## config.mk

```make
export PLATFORM = sky130hd
export DESIGN_NAME = io_manager_param
export DESIGN_NICKNAME = d
export VERILOG_FILES = /design/src/rtl/io_manager_param.sv
export SDC_FILE = /design/constraint.sdc
export NUM_CORES = 1
export LEC_CHECK = 0
export ABC_AREA = 0
export BUFFER_PORTS_ARGS = -buffer_cell sky130_fd_sc_hd__buf_2
export CAP_MARGIN = 10
export CORE_UTILIZATION = 25
export DETAILED_ROUTE_END_ITERATION = 8
export PLACE_DENSITY_LB_ADDON = 0.2
export SETUP_SLACK_MARGIN = 0.4
export SYNTH_ARGS = -nofsm -noshare
export SYNTH_HDL_FRONTEND = slang
export SYNTH_SLANG_ARGS = --single-unit
export TNS_END_PERCENT = 10
```

## constraint.sdc

```tcl
create_clock -name clk -period 11.3 [get_ports clk]
set_clock_uncertainty 0.2 [all_clocks]
set_input_delay 1.13 -clock clk [delete_from_list [all_inputs] [get_ports clk]]
set_output_delay 1.13 -clock clk [all_outputs]
set_load 0.01 [all_outputs]
```

## src/rtl/io_manager_param.sv

```systemverilog
// I/O manager for the single-cycle RISC-V core: addressable display registers
// plus a stall/confirm handshake that delivers a debounced switch capture.
module io_manager_param #(
   parameter int unsigned DATA_W     = 32,
   parameter int unsigned SW_W       = 16,
   parameter int unsigned N_OUT      = 2,
   parameter int unsigned DEB_CYCLES = 4,
   parameter int unsigned HOLD       = 1,
   parameter logic [DATA_W-1:0] IDLE_VAL  = DATA_W'(100),
   parameter logic [DATA_W-1:0] RESET_VAL = DATA_W'(170),
   localparam int unsigned SEL_W = (N_OUT > 1) ? $clog2(N_OUT) : 1
) (
   input  logic                    clk,
   input  logic                    reset,
   input  logic [DATA_W-1:0]       dado,
   input  logic                    RegToDisp,
   input  logic [SEL_W-1:0]        disp_sel,
   input  logic                    SwToReg,
   input  logic [SW_W-1:0]         switches,
   input  logic                    key,
   output logic [N_OUT*DATA_W-1:0] stdout,
   output logic [DATA_W-1:0]       dado_sw32,
   output logic                    in_valid,
   output logic                    stall
);

   localparam int unsigned CNT_W = (DEB_CYCLES > 1) ? $clog2(DEB_CYCLES) : 1;

   localparam logic [1:0] ST_IDLE = 2'd0;
   localparam logic [1:0] ST_WAIT = 2'd1;
   localparam logic [1:0] ST_DONE = 2'd2;

   // Display channels; an out-of-range select matches no channel and is dropped.
   for (genvar i = 0; i < int'(N_OUT); i++) begin : g_ch
      localparam bit IDLE_LOAD = (HOLD == 0) && (i == 0);
      logic              wr_c;
      logic [DATA_W-1:0] ch_q;

      assign wr_c = RegToDisp && (disp_sel == SEL_W'(i));

      always_ff @(posedge clk or posedge reset) begin
         if (reset) begin
            ch_q <= RESET_VAL;
         end else if (wr_c) begin
            ch_q <= dado;
         end else if (IDLE_LOAD && !RegToDisp) begin
            ch_q <= IDLE_VAL;
         end
      end

      assign stdout[i*DATA_W +: DATA_W] = ch_q;
   end

   // Two-flop synchronisers for the asynchronous board inputs.
   logic [SW_W-1:0] sw_meta_q, sw_s_q;
   logic            key_meta_q, key_s_q;

   always_ff @(posedge clk or posedge reset) begin
      if (reset) begin
         sw_meta_q  <= '0;
         sw_s_q     <= '0;
         key_meta_q <= 1'b0;
         key_s_q    <= 1'b0;
      end else begin
         sw_meta_q  <= switches;
         sw_s_q     <= sw_meta_q;
         key_meta_q <= key;
         key_s_q    <= key_meta_q;
      end
   end

   // Debounce: key_s must disagree with key_stable for DEB_CYCLES samples in a row.
   logic [CNT_W-1:0] deb_cnt_q, deb_cnt_d;
   logic             key_stable_q, key_stable_d;
   logic             key_stable_dly_q;
   logic             key_press_c;

   always_comb begin
      deb_cnt_d    = '0;
      key_stable_d = key_stable_q;
      if (key_s_q != key_stable_q) begin
         if (deb_cnt_q == CNT_W'(DEB_CYCLES - 1)) begin
            key_stable_d = key_s_q;
         end else begin
            deb_cnt_d = deb_cnt_q + CNT_W'(1);
         end
      end
   end

   always_ff @(posedge clk or posedge reset) begin
      if (reset) begin
         deb_cnt_q        <= '0;
         key_stable_q     <= 1'b0;
         key_stable_dly_q <= 1'b0;
      end else begin
         deb_cnt_q        <= deb_cnt_d;
         key_stable_q     <= key_stable_d;
         key_stable_dly_q <= key_stable_q;
      end
   end

   assign key_press_c = key_stable_q & ~key_stable_dly_q;

   // Switch-read handshake FSM.
   logic [1:0]        state_q, state_d;
   logic [DATA_W-1:0] cap_q, cap_d;

   always_comb begin
      state_d = state_q;
      cap_d   = cap_q;
      stall   = 1'b0;
      case (state_q)
         ST_IDLE: begin
            stall = SwToReg;
            if (SwToReg) begin
               state_d = ST_WAIT;
            end
         end
         ST_WAIT: begin
            stall = 1'b1;
            if (key_press_c) begin
               cap_d   = DATA_W'(sw_s_q);
               state_d = ST_DONE;
            end
         end
         ST_DONE: begin
            state_d = ST_IDLE;
         end
         default: begin
            state_d = ST_IDLE;
         end
      endcase
   end

   always_ff @(posedge clk or posedge reset) begin
      if (reset) begin
         state_q <= ST_IDLE;
         cap_q   <= '0;
      end else begin
         state_q <= state_d;
         cap_q   <= cap_d;
      end
   end

   assign dado_sw32 = cap_q;
   assign in_valid  = (state_q == ST_DONE);

endmodule

```

[Word level (Yosys, flattened, before mapping)]
Index checks and enable logic that the tools add are counted.
Cells by class
  add/sub/neg operators: 1
  muxes and demuxes: 6
  reduce and logical (&&, ||, !) cells: 6
  bitwise gates (word level): 3
  equal/unequal tests: 6
Operators by type and width (count)
  2-bit two-way mux: 4
  2-bit AND reduction: 3
  2-bit == test, second input constant: 2
  2-bit != test, second input constant: 2
  2-bit one-hot mux with 2 select lines: 1
  2-bit by 1-bit adder with 2-bit output, second input constant: 1
  2-bit by 1-bit == test with 1-bit output, second input constant: 1
  1-bit logical AND: 2
  2-bit zero test: 1
  1-bit NOT: 2
  1-bit one-hot mux with 2 select lines: 1
  1-bit AND: 1
  1-bit != test: 1
Word-level totals
  word-level logic and storage cells: 33
  flip-flop bits (word level): 120
  bits of input ports: 54
  output and inout bits: 98

[Logic depth before layout (Yosys ltp)]
Gate-level depths: netlist (run 1).
  word-level depth: 4
  depth in mapped cells: 4
  mapped depth without buffers: 2

[Least setup slack after synthesis (run 1)]
Ideal clock, no wire load.
  path kind: input port to output port
  from: input port SwToReg
  to: output port stall
  path slack: 8.646 ns
  arrival time: 1.324 ns
  stages: 2
  buffers on the path: 0
  required time: 9.970 ns
  cell sequence: nor2_1 > nor2_1
Between the ends
  word-level cells in the longest chain between the ends: 1
Ends and longest elaborated chain
  from (decl): line 18  | input logic SwToReg,
  1-bit one-hot mux with 2 select lines: line 112  | case (state_q)
  to (decl): line 24  | output logic stall
Every way passes these cells.

[Worst setup path after layout (run 1)]
Same ends and word-level chain as after synthesis.

==> results.cfg, run 1 <==
[global_route]
grt_usage_pct = 10.4
gr-usage-met1_pct = 11.8
grt_max_degree = 74
antenna_found_initial = 0
grt_pass1_wl_mm = 13.7
grt_pass1_vias = 2663
met2_usage_pct = 16.9
top_usage_layer = met2
grt-ovfl-total = 0
gr-usage-met3_pct = 5.11

[sta]
setup-tns-final_ps = 0
rsz0062_at_grt = no
final-max-slew-violation-count = 0
setup_viol = 0
clock.fmax_mhz = 349
setup_ws_ps = 8440
timing.final.hold_violations = 0
hold_ws_ps = 145
min_period_over_period_pct = 25.3
fin_crit_ps = 2860
relSlewSlack_pct = 30.5
tightest_slew_ps = 1040

[setup_path]
crit_chain = buf_2 > nor2_1 > nor2_1 > buf_2
r2r_cells = 2
crit_type = input port to primary output
worstReg2RegStart = state_q[1]
cp_num_cells = 4
worst_setup_path_start_kind = input port
cp_top_family = buffers and inverters
r2r_end = dado_sw32[12]
slowest_delay_ps = 130
cp_slowest_cell = nor2_1
crit_fanout = 2
cp.buffers_inverters = 2
arrival_ps = 1530
crit_required_ps = 9970
cp-end-kind = primary output
r2r_setup_slack_ps = 9190

[floorplanning]
boundaryPins = 152
core_area_mm2 = 0.0166
initial_core_util_pct = 25.6
die_area_mm2 = 0.0175
fp.dieW_um = 132
std_cell_rows = 47
die_y_um = 132

[clock_tree]
clock_latency_ps = 400
cts_htree_levels = 4
cts_root_buf = clkbuf_16
clk_path_buf_depth = 2
cts_buffers = 17
clk_pin_slew_ps = 50
cts_tree = yes
post_cts_resize_count = 0
post-cts-setup-buffers = 0
cts_hold_buf = 0
clock-sinks = 120

[hold_path]
hold_path_depth = 0
hold_class = flip-flop to flip-flop
holdPathEnd = sw_s_q[13]
holdCritStartpoint = sw_meta_q[13]

[synth]
ys_ff_latch = 120
synth_simple_gate_area_share_pct = 1.12
synth_top_flop_cell = dfrtp_1
synth_top_family_by_area = multiplexers
synth_compound_area_share_pct = 0.206
syn-cell-area_mm2 = 0.00424
synthAdderAreaFrac_pct = 0.295
synth_cell_types = 20
netlist_instances = 240
postSynthAreaPerCell_um2 = 17.7
ys_warn_count = 0
seq_area_frac_synth_pct = 71.0
synth-xor-area-share_pct = 0.206
synth_edf_count = 0
synth_mux_area_share_pct = 22.3
async_flop_share_pct = 100

[power]
powerDensity_mw_per_mm2 = 235
p_leak_nw = 2.67
ir_drop_uv = 128

[detailed_routing]
ant_nets = 0
drc = 0
vias_per_cell = 3.85
vias = 2383
routedWlPerCell_um = 13.4
drt_wl_total_mm = 8.28
first_pass_iters = 4
drtIter0Drc = 51

[placed_design]
pre_cts_ws_ps = 8390
portBuffers = 135
dp.final_hpwl_mm = 5.41
routabilityCongestion = 0.641

[flow_run]
cap_violations = 0

[final_layout]
drive_gt1_share_pct = 64.7
diodes = 0
final_common_cell = buf_2
num-nets-final = 441
num-fill-cells = 1673
final_util_pct = 34.2
seq_area_mm2 = 0.00301
multi_input_area_mm2 = 0.00109
areaGrowthSynthToFinish_pct = 33.7
final_cell_mix = buf_2 (135), dfrtp_1 (112), mux2_2 (70)

[outcome]
outcome = completed
## kinds of logic after synthesis
| logic type | Yosys count |
|---|---|
| mux | 81 |
| fa+ha+maj | 1 |
| flops | 120 |
| simple gates | 8 |
| other cells | 1 |
| buf+inv | 27 |
| compound gates | 1 |
| xor+xnor | 1 |
## stage by stage
stage / instances / cell area (um^2) / power, mW
after detailed placement: 587 / 5080 / 0.816
final: 619 / 5670 / 1.33
after floorplan: 255 / 4300 / 0.724
after global placement: 587 / 5080 / 0.811
after global routing: 619 / 5670 / 1.41
after CTS: 619 / 5670 / 1.36
## flip-flops by register name, indices dropped and copies added (netlist names)
name / flops
deb_cnt_q: 2
g_ch.ch_q: 64
key_s_q: 1
key_stable_q: 1
dado_sw32: 16
sw_meta_q: 16
key_stable_dly_q: 1
key_meta_q: 1
sw_s_q: 16
state_q: 2
## power by group
part	total (mW)	switching, mW	internal, mW	leakage (nW)
Clock	0.527	0.187	0.340	0.276
Combinational	0.251	0.115	0.136	0.992
Sequential	0.552	0.0390	0.513	1.40
Total	1.33	0.341	0.989	2.67
## synth_stat cells, types with 2 or more instances
cell	instances	share of area [%]
mux2_1	2	0.53
dfrtp_1	112	66
mux2_2	70	19
nor2_1	2	0.18
nor2b_1	3	0.44
dfstp_2	8	5.0
buf_2	3	0.35
inv_1	2	0.18
buf_4	19	3.4
mux2_4	9	3.2
## worst reg2reg max path, delay by kind of cell, from the launching register on
| kind | cells | cell delay [ps] |
|---|---|---|
| muxes | 1 | 420 |
| and+or+nand+nor | 1 | 970 |
| DFF | 1 | 400 |
## how the worst max path moves through the flow
stage / slack [ps] / startpoint / endpoint
floorplan: 6800 / reset / dado_sw32[0]
global placement: 8420 / reset / dado_sw32[7]
detailed placement: 8390 / reset / sw_meta_q[10]
CTS: 8440 / SwToReg / stall
global route: 8410 / SwToReg / stall
finish: 8440 / SwToReg / stall
## per-layer routing
layer  wire length [um]  vias up  share of wire [%]
li1                   -     1079                  -
met1               3490     1215                 42
met2               4140       83                 50
met3                557        6                6.7
met4                 85        0                1.0
met5                  0        -                  0
## layout make-up
| cell class | instances | share of cell area [%] |
|---|---|---|
| sequential | 120 | 53.1 |
| multi-input combinational | 108 | 19.2 |
| timing repair buffer | 137 | 12.2 |
| clock buffer | 20 | 8.23 |
| tap | 220 | 4.85 |
| clock inverter | 12 | 2.21 |
| inverter | 2 | 0.176 |
(Power assumes the default switching activity.)
==> run 2, diff against run 1 <==
==> constraint.sdc (replaced) <==
create_clock -name clk -period 2.3 [get_ports clk]
set_clock_uncertainty 0.2 [all_clocks]
set_input_delay 0.23 -clock clk [delete_from_list [all_inputs] [get_ports clk]]
set_output_delay 0.23 -clock clk [all_outputs]
set_load 0.01 [all_outputs]
==> run 2 against run 1 <==
Effect of this change: via count grew 8.6%; design area up 11%; flip-flop and latch count unchanged; utilization up 3.6 points; first-iteration DRC count fell by 16%; register-to-register slack worse by 8500 ps; critical path type is now flip-flop to flip-flop; critical endpoint is now dado_sw32[11]; largest power group is now clock; highest routed layer unchanged.
==> results.cfg, run 2 (synthesis results as in run 1) <==
[global_route]
grt_usage_pct = 10.6
grt_max_degree = 50
antenna_found_initial = 0
gr-usage-met3_pct = 4.96
gr-usage-met1_pct = 12.3
grt-ovfl-total = 0
met2_usage_pct = 17.2
top_usage_layer = met2
grt_pass1_vias = 2778
grt_pass1_wl_mm = 14.2

[sta]
hold_ws_ps = 140
min_period_over_period_pct = 70.9
final-max-slew-violation-count = 0
timing.final.hold_violations = 0
clock.fmax_mhz = 613
relSlewSlack_pct = 59.3
fin_crit_ps = 1630
rsz0062_at_grt = no
tightest_slew_ps = 608
setup-tns-final_ps = 0
setup_viol = 0

[floorplanning]
boundaryPins = 152
initial_core_util_pct = 25.6
fp.dieW_um = 132
core_area_mm2 = 0.0166
std_cell_rows = 47
die_area_mm2 = 0.0175
die_y_um = 132

[placed_design]
dp.final_hpwl_mm = 5.57
routabilityCongestion = 0.652
placedCellCount = 590
portBuffers = 135
dpl_cell_area_mm2 = 0.00513

[clock_tree]
clock_latency_ps = 400
post_cts_resize_count = 0
cts_buffers = 17
clk_pin_slew_ps = 60
clock-sinks = 120
cts_root_buf = clkbuf_16
cts_htree_levels = 4
post-cts-setup-buffers = 0
cts_tree = yes
cts_hold_buf = 51
clk_path_buf_depth = 2

[detailed_routing]
vias_per_cell = 3.84
vias = 2587
first_pass_iters = 4
ant_nets = 0
drt_wl_total_mm = 8.57
drtIter0Drc = 43
drc = 0
routedWlPerCell_um = 12.7

[final_layout]
largest-register = g_ch.ch_q
diodes = 0
areaGrowthSynthToFinish_pct = 47.8
multi_input_area_mm2 = 0.00109
seq_area_mm2 = 0.00301
final_common_cell = buf_2
num-fill-cells = 1645
largest_reg_flops = 64
num-nets-final = 495
fin_area_mm2 = 0.00627
final_cell_mix = buf_2 (135), dfrtp_1 (112), mux2_2 (70)
final_cells = 673
drive_gt1_share_pct = 57.2

[power]
total_power_mw = 6.79
ir_drop_uv = 580
powerDensity_mw_per_mm2 = 1080
p_switching_mw = 1.66
intPower_mw = 5.13
p_leak_nw = 2.94
sw_frac_of_total_pct = 24.5
p_clk_share_pct = 40.7
pwr-share-comb_pct = 19.1
p_seq_share_pct = 40.1

[setup_path]
worstReg2RegStart = state_q[1]
arrival_ps = 1710
crit_required_ps = 2380
cp-end-kind = flip-flop
cp-startpoint = state_q[1]
crit_fanout = 17
crit_type = flip-flop to flip-flop
worst_setup_path_start_kind = flip-flop

[outcome]
outcome = completed

[flow_run]
cap_violations = 0

[hold_path]
holdCritStartpoint = sw_meta_q[14]
hold_class = flip-flop to flip-flop
-- run 2: changes by cell type in the layout (fill, tap and decap cells not counted), sizes merged --
cell / change
clkinv: -1
buf: +3
clkbuf: +5
inv: -1
clkinvlp: -4
dlygate4sd3: +51
bufinv: +1
-- run 2: layout make-up --
cell class / count / area share [%]
inverter: 2 / 0.180
timing repair buffer: 191 / 19.9
sequential: 120 / 48.1
tap: 220 / 4.39
multi-input combinational: 108 / 17.4
clock inverter: 7 / 1.80
clock buffer: 25 / 8.23
-- run 2: per-layer routing --
metal  routed length [um]  vias to the layer above
met4                   91                        0
met5                    0                        -
met2                 4210                       88
met3                  599                        7
met1                 3670                     1305
li1                     -                     1187
-- run 2: critical path: stages, from the launching register on --
cell and delay [ps]:
dfrtp_1 400, and4bb_1 260, buf_4 290, mux2_2 370
-- run 2: path summary, 6_finish.rpt --
path                                     to  slack (ps)  depth (start not counted)
min in group asynchronous  g_ch[0].ch_q[29]         250                          3
setup / recovery              dado_sw32[11]         670                          3
hold / removal                   sw_s_q[14]         140                          0
hold reg to reg                  sw_s_q[14]         140                          0
setup reg to reg              dado_sw32[11]         670                          3
max in group asynchronous   g_ch[0].ch_q[3]         950                          4
-- run 2: power by group through the flow --
stage / clock (mW) / sequential, mW / combinational (mW)
global route: 2.96 / 2.78 / 1.41
finish: 2.77 / 2.72 / 1.30
CTS: 2.87 / 2.73 / 1.33
floorplan: 0 / 2.89 / 0.668
global placement: 0 / 2.76 / 1.23
detailed placement: 0 / 2.76 / 1.26
-- run 2: per-stage QoR --
step | setup slack (ps) | utilization, %
floorplan | 407 | -
CTS | 653 | 37.8
global route | 615 | 37.8
global placement | 694 | 30.9
finish | 668 | 37.8
detailed placement | 663 | 30.9
